[config.mk]
export PLATFORM = sky130hd
export DESIGN_NAME = switch_event_decoder
export DESIGN_NICKNAME = d
export VERILOG_FILES = /design/src/rtl/switch_event_decoder.sv
export SDC_FILE = /design/constraint.sdc
export NUM_CORES = 1
export LEC_CHECK = 0
export BUFFER_PORTS_ARGS = -buffer_cell sky130_fd_sc_hd__buf_4
export CELL_PAD_IN_SITES_DETAIL_PLACEMENT = 0
export CELL_PAD_IN_SITES_GLOBAL_PLACEMENT = 1
export CORE_UTILIZATION = 46
export DETAILED_ROUTE_END_ITERATION = 8
export PLACE_DENSITY = 0.9
export SLEW_MARGIN = 20
export SYNTH_ARGS = -nofsm -noshare
export SYNTH_HDL_FRONTEND = slang
export SYNTH_SLANG_ARGS = --single-unit
[constraint.sdc]
create_clock -name clk -period 5.95 [get_ports clk]
set_input_delay 0.2975 -clock clk [delete_from_list [all_inputs] [get_ports clk]]
set_output_delay 0.2975 -clock clk [all_outputs]
set_load 0.03 [all_outputs]
[src/rtl/switch_event_decoder.sv]
// Switch-bank reader: synchronizes and debounces the slide switches, then reports
// each settled change against the accepted baseline as one valid/ready event.
module switch_event_decoder #(
    parameter int WIDTH         = 10,
    parameter int STABLE_CYCLES = 2500000,
    parameter int CNT_W         = 32
) (
    input  logic             clk,
    input  logic             reset,
    input  logic [WIDTH-1:0] sw,
    input  logic             enable,
    input  logic             ev_ready,
    output logic             ev_valid,
    output logic [WIDTH-1:0] ev_mask,
    output logic [3:0]       ev_index,
    output logic [3:0]       ev_count,
    output logic             ev_multi,
    output logic [WIDTH-1:0] stable_sw
);

    typedef enum logic [1:0] {
        IDLE,
        SETTLE,
        REPORT
    } state_t;

    localparam logic [CNT_W-1:0] CNT_LAST = CNT_W'(STABLE_CYCLES - 1);

    state_t           state;
    logic [WIDTH-1:0] sync1;
    logic [WIDTH-1:0] sw_s;
    logic [WIDTH-1:0] baseline;
    logic [WIDTH-1:0] cand;
    logic [CNT_W-1:0] cnt;

    logic [WIDTH-1:0] diff;
    logic [3:0]       diff_low;
    logic [3:0]       diff_pop;
    logic             diff_found;

    // Lowest toggled index and number of toggled switches for the candidate change.
    always_comb begin
        diff       = cand ^ baseline;
        diff_low   = '0;
        diff_pop   = '0;
        diff_found = 1'b0;
        for (int unsigned i = 0; i < WIDTH; i++) begin
            if (diff[i]) begin
                diff_pop = diff_pop + 4'd1;
                if (!diff_found) begin
                    diff_low   = i[3:0];
                    diff_found = 1'b1;
                end
            end
        end
    end

    always_ff @(posedge clk) begin
        if (reset) begin
            sync1     <= sw;
            sw_s      <= sw;
            baseline  <= sw;
            stable_sw <= sw;
            cand      <= sw;
            cnt       <= '0;
            state     <= IDLE;
            ev_valid  <= 1'b0;
            ev_mask   <= '0;
            ev_index  <= '0;
            ev_count  <= '0;
            ev_multi  <= 1'b0;
        end else begin
            sync1 <= sw;
            sw_s  <= sync1;
            case (state)
                IDLE: begin
                    if (enable && (sw_s != baseline)) begin
                        cand  <= sw_s;
                        cnt   <= '0;
                        state <= SETTLE;
                    end
                end
                SETTLE: begin
                    if (!enable) begin
                        cnt   <= '0;
                        state <= IDLE;
                    end else if (sw_s != cand) begin
                        cand <= sw_s;
                        cnt  <= '0;
                    end else if (cnt == CNT_LAST) begin
                        // A change that bounced back to the baseline is dropped silently.
                        if (cand == baseline) begin
                            state <= IDLE;
                        end else begin
                            ev_mask   <= diff;
                            ev_index  <= diff_low;
                            ev_count  <= diff_pop;
                            ev_multi  <= (diff_pop > 4'd1);
                            baseline  <= cand;
                            stable_sw <= cand;
                            ev_valid  <= 1'b1;
                            state     <= REPORT;
                        end
                    end else begin
                        cnt <= cnt + CNT_W'(1);
                    end
                end
                REPORT: begin
                    if (ev_ready) begin
                        ev_valid <= 1'b0;
                        state    <= IDLE;
                    end
                end
                default: state <= IDLE;
            endcase
        end
    end

endmodule

==> flow_metrics.tcl <==
set metrics [dict create \
    worstSetupEndpointType "flop" \
    synth-edff-count 20 \
    nFillCells 985 \
    multi_input_area_um2 2680 \
    grt_pass1_vias 3610 \
    nNetsFinal 615 \
    synth_top_family_by_area "simple AND/OR/NAND/NOR gates" \
    setup_viol 0 \
    outcome "completed" \
    synth-xor-area-share_pct 17.0 \
    wl_per_cell_um 14.5 \
    ys_warn_count 0 \
    die_h_um 106 \
    p_comb_share_pct 44.6 \
    core-area_um2 10400 \
    drtAntennaViolNets 0 \
    synth_top_cell_area_share_pct 29.9 \
    viasPerCell 5.33 \
    power.internal_uw 1240 \
    slew_viol_final 0 \
    num_rows 37 \
    syn_area_um2 4960 \
    drt_first_pass_iters 4 \
    tns_ns 0 \
    gp_congestion 0.854 \
    totalWireLength_um 10600 \
    track_usage_pct 19.7 \
    cp.arrival_ns 5.87 \
    synth_area_leaders "dfxtp_1, edfxtp_1, xnor2_1" \
    grt_overflow 0 \
    powerDensity_nw_per_um2 359 \
    htree_levels 3 \
    yosysMostFrequentCell "dfxtp_1" \
    yosysSeqAreaShare_pct 42.0 \
    worst_slew_pin_slew_ns 1.11 \
    relSlewSlack_pct 26.0 \
    fin_skew_ns 0.0191 \
    synth_cells 547 \
    path_clk_slew_ns 0.11 \
    regArea_um2 2080 \
    sw_frac_of_total_pct 38.5 \
    drive_gt1_share_pct 14.1 \
    crit_fanout 7 \
    ioPinCount 44 \
    fmax_mhz 178 \
    cts.path.max_buffers 2 \
    start_util_pct 47.8 \
    synthMuxAreaShare_pct 1.94 \
    rsz0062_at_grt "no" \
    cts_made_buffers 9 \
    seqPwrFrac_pct 35.1 \
    synthToLayoutAreaGrowth_pct 13.2 \
    synth_largest_area_cell "dfxtp_1" \
    crit_type "reg2reg" \
    port_buffers 43 \
    synth_ff_type "dfxtp_1" \
    clkPwrFrac_pct 20.3 \
    hold_path_class "in2reg" \
    timing.final.crit_period_ns 5.61 \
    synth_nets 573 \
    cp-start-kind "flop" \
    avgSynthCellArea_um2 9.07 \
    cap_violations 0 \
    synthAdderAreaFrac_pct 3.25 \
    chipWidth_um 106 \
    final_util_pct 54.1 \
    cts_root_buf "clkbuf_8" \
    synth_common_cells "dfxtp_1, nor2_1, nand2_1, xnor2_1, o21ai_0" \
    final_hold_viol_count 0 \
    async_flop_share_pct 0 \
    synthSimpleGateAreaFrac_pct 19.3 \
    ys_ff_latch 94 \
    switchingPower_uw 776 \
    grt_max_degree 66 \
    total_power_uw 2020 \
    yosysUniqueCellTypes 60 \
    antenna_found_initial 0 \
    peakVddDrop_mv 0.184 \
    dp_hpwl_um 7790 \
    synth_compound_area_share_pct 12.4 \
    clkLatencyLatePin_ns 0.37 \
    cp.required_ns 6.20 \
    vias 3894 \
    grt_pass1_wl_um 17300 \
    insertedDiodeCount 0 \
    p_leak_uw 0.00212 \
    tritoncts "yes" \
    clock-sinks 94 \
    drt-initial-drc-count 168 \
    min_period_over_period_pct 94.3 \
    dieArea_um2 11200 \
    drc 0 \
]
through the flow:
stage	setup slack (ns)	hold WS (ns)	area, um2	cells
2_1_floorplan	0.429	0.325	4960	547
3_3_place_gp	0.315	0.411	5410	712
3_5_place_dp	0.212	0.412	5410	712
4_1_cts	0.173	0.0107	5590	728
5_1_grt	0.0609	0.0118	5610	730
6_report	0.339	0.0262	5610	730
power by group through the flow:
| stage | clock, uW | sequential (uW) | combinational (uW) |
|---|---|---|---|
| floorplan | 0 | 727 | 717 |
| global placement | 0 | 720 | 857 |
| detailed placement | 0 | 722 | 882 |
| CTS | 420 | 708 | 890 |
| global route | 442 | 712 | 984 |
| finish | 409 | 708 | 898 |
sequential cells by signal, summed over array words and instances, names as in the netlist:
signal / cells
sw_s: 10
sync1: 10
baseline: 10
state: 2
ev_multi: 1
ev_mask: 10
ev_valid: 1
cand: 10
ev_count: 4
ev_index: 4
cnt: 32
routing by layer:
metal,global-route usage (%),vias up,wire length [um]
li1,-,1975,-
met1,26.7,1822,5130
met2,31.8,87,4850
met3,3.09,10,451
met4,7.14,0,125
met5,0,-,0
cells in the final DEF, fill, tap and decap left out, types with 5 or more instances in the layout:
| cell | count |
|---|---|
| ha_1 | 12 |
| nor2_1 | 58 |
| xor2_1 | 32 |
| or3_1 | 6 |
| nand3_1 | 14 |
| dfxtp_1 | 74 |
| a21o_1 | 6 |
| nand4_1 | 19 |
| xnor2_1 | 45 |
| a211oi_1 | 8 |
| edfxtp_1 | 20 |
| buf_4 | 47 |
| nand2_1 | 53 |
| clkbuf_8 | 9 |
| mux2i_1 | 6 |
| nor4b_1 | 5 |
| o21ai_0 | 38 |
| inv_1 | 37 |
| nor4_1 | 5 |
| a21oi_1 | 20 |
| nor3_1 | 11 |
critical path: stages, from the launching register on:
cell and delay [ns]:
edfxtp_1 0.46, xor2_1 0.26, inv_1 0.13, ha_1 0.42, xor2_4 0.25, inv_4 0.10
ha_1 0.33, mux2i_1 0.17, mux2i_1 0.29, nor2_1 0.08, ha_1 0.34, xnor2_1 0.19
xnor2_1 0.13, a21oi_1 0.11, or2_2 0.33, a221o_1 0.29, a21o_1 0.19, ha_1 0.28
mux2_2 0.30, ha_1 0.30, mux2_2 0.29, nor3b_2 0.16, a21oi_1 0.08
layout make-up:
| type | instances | share of cell area (%) |
|---|---|---|
| clock buffers | 9 | 2.21 |
| clock inverters | 7 | 1.09 |
| inverters | 38 | 2.59 |
| multi-input cells | 399 | 47.7 |
| flip-flops and latches | 94 | 37.1 |
| well taps | 136 | 3.03 |
| repair buffers | 47 | 6.28 |
logic make-up (layout without fill, tap and decap cells):
logic type / after synthesis / after routing
AND/OR/NAND/NOR: 195 / 195
multiplexers: 9 / 9
flip-flops: 94 / 94
AO/OA/AOI/OAI: 97 / 97
adder cells (fa/ha/maj): 13 / 13
buffers and inverters: 54 / 101
XOR/XNOR: 85 / 85
what timing repair did:
action / in CTS / in global routing
gates resized for setup: 0 / 1
buffers inserted: 0 / 2
endpoints found under the setup margin: 0 / 2
hold buffers: 0 / 0
path summary, 6_finish.rpt:
| kind | from | cells after the start | end | slack (ns) |
|---|---|---|---|---|
| setup / recovery | baseline[0] | 22 | ev_multi | 0.34 |
| hold / removal | sw[9] | 1 | sync1[9] | 0.03 |
| setup reg to reg | baseline[0] | 22 | ev_multi | 0.34 |
| hold reg to reg | sync1[7] | 2 | sw_s[7] | 0.44 |
Power figures use the tool's default switching activity.
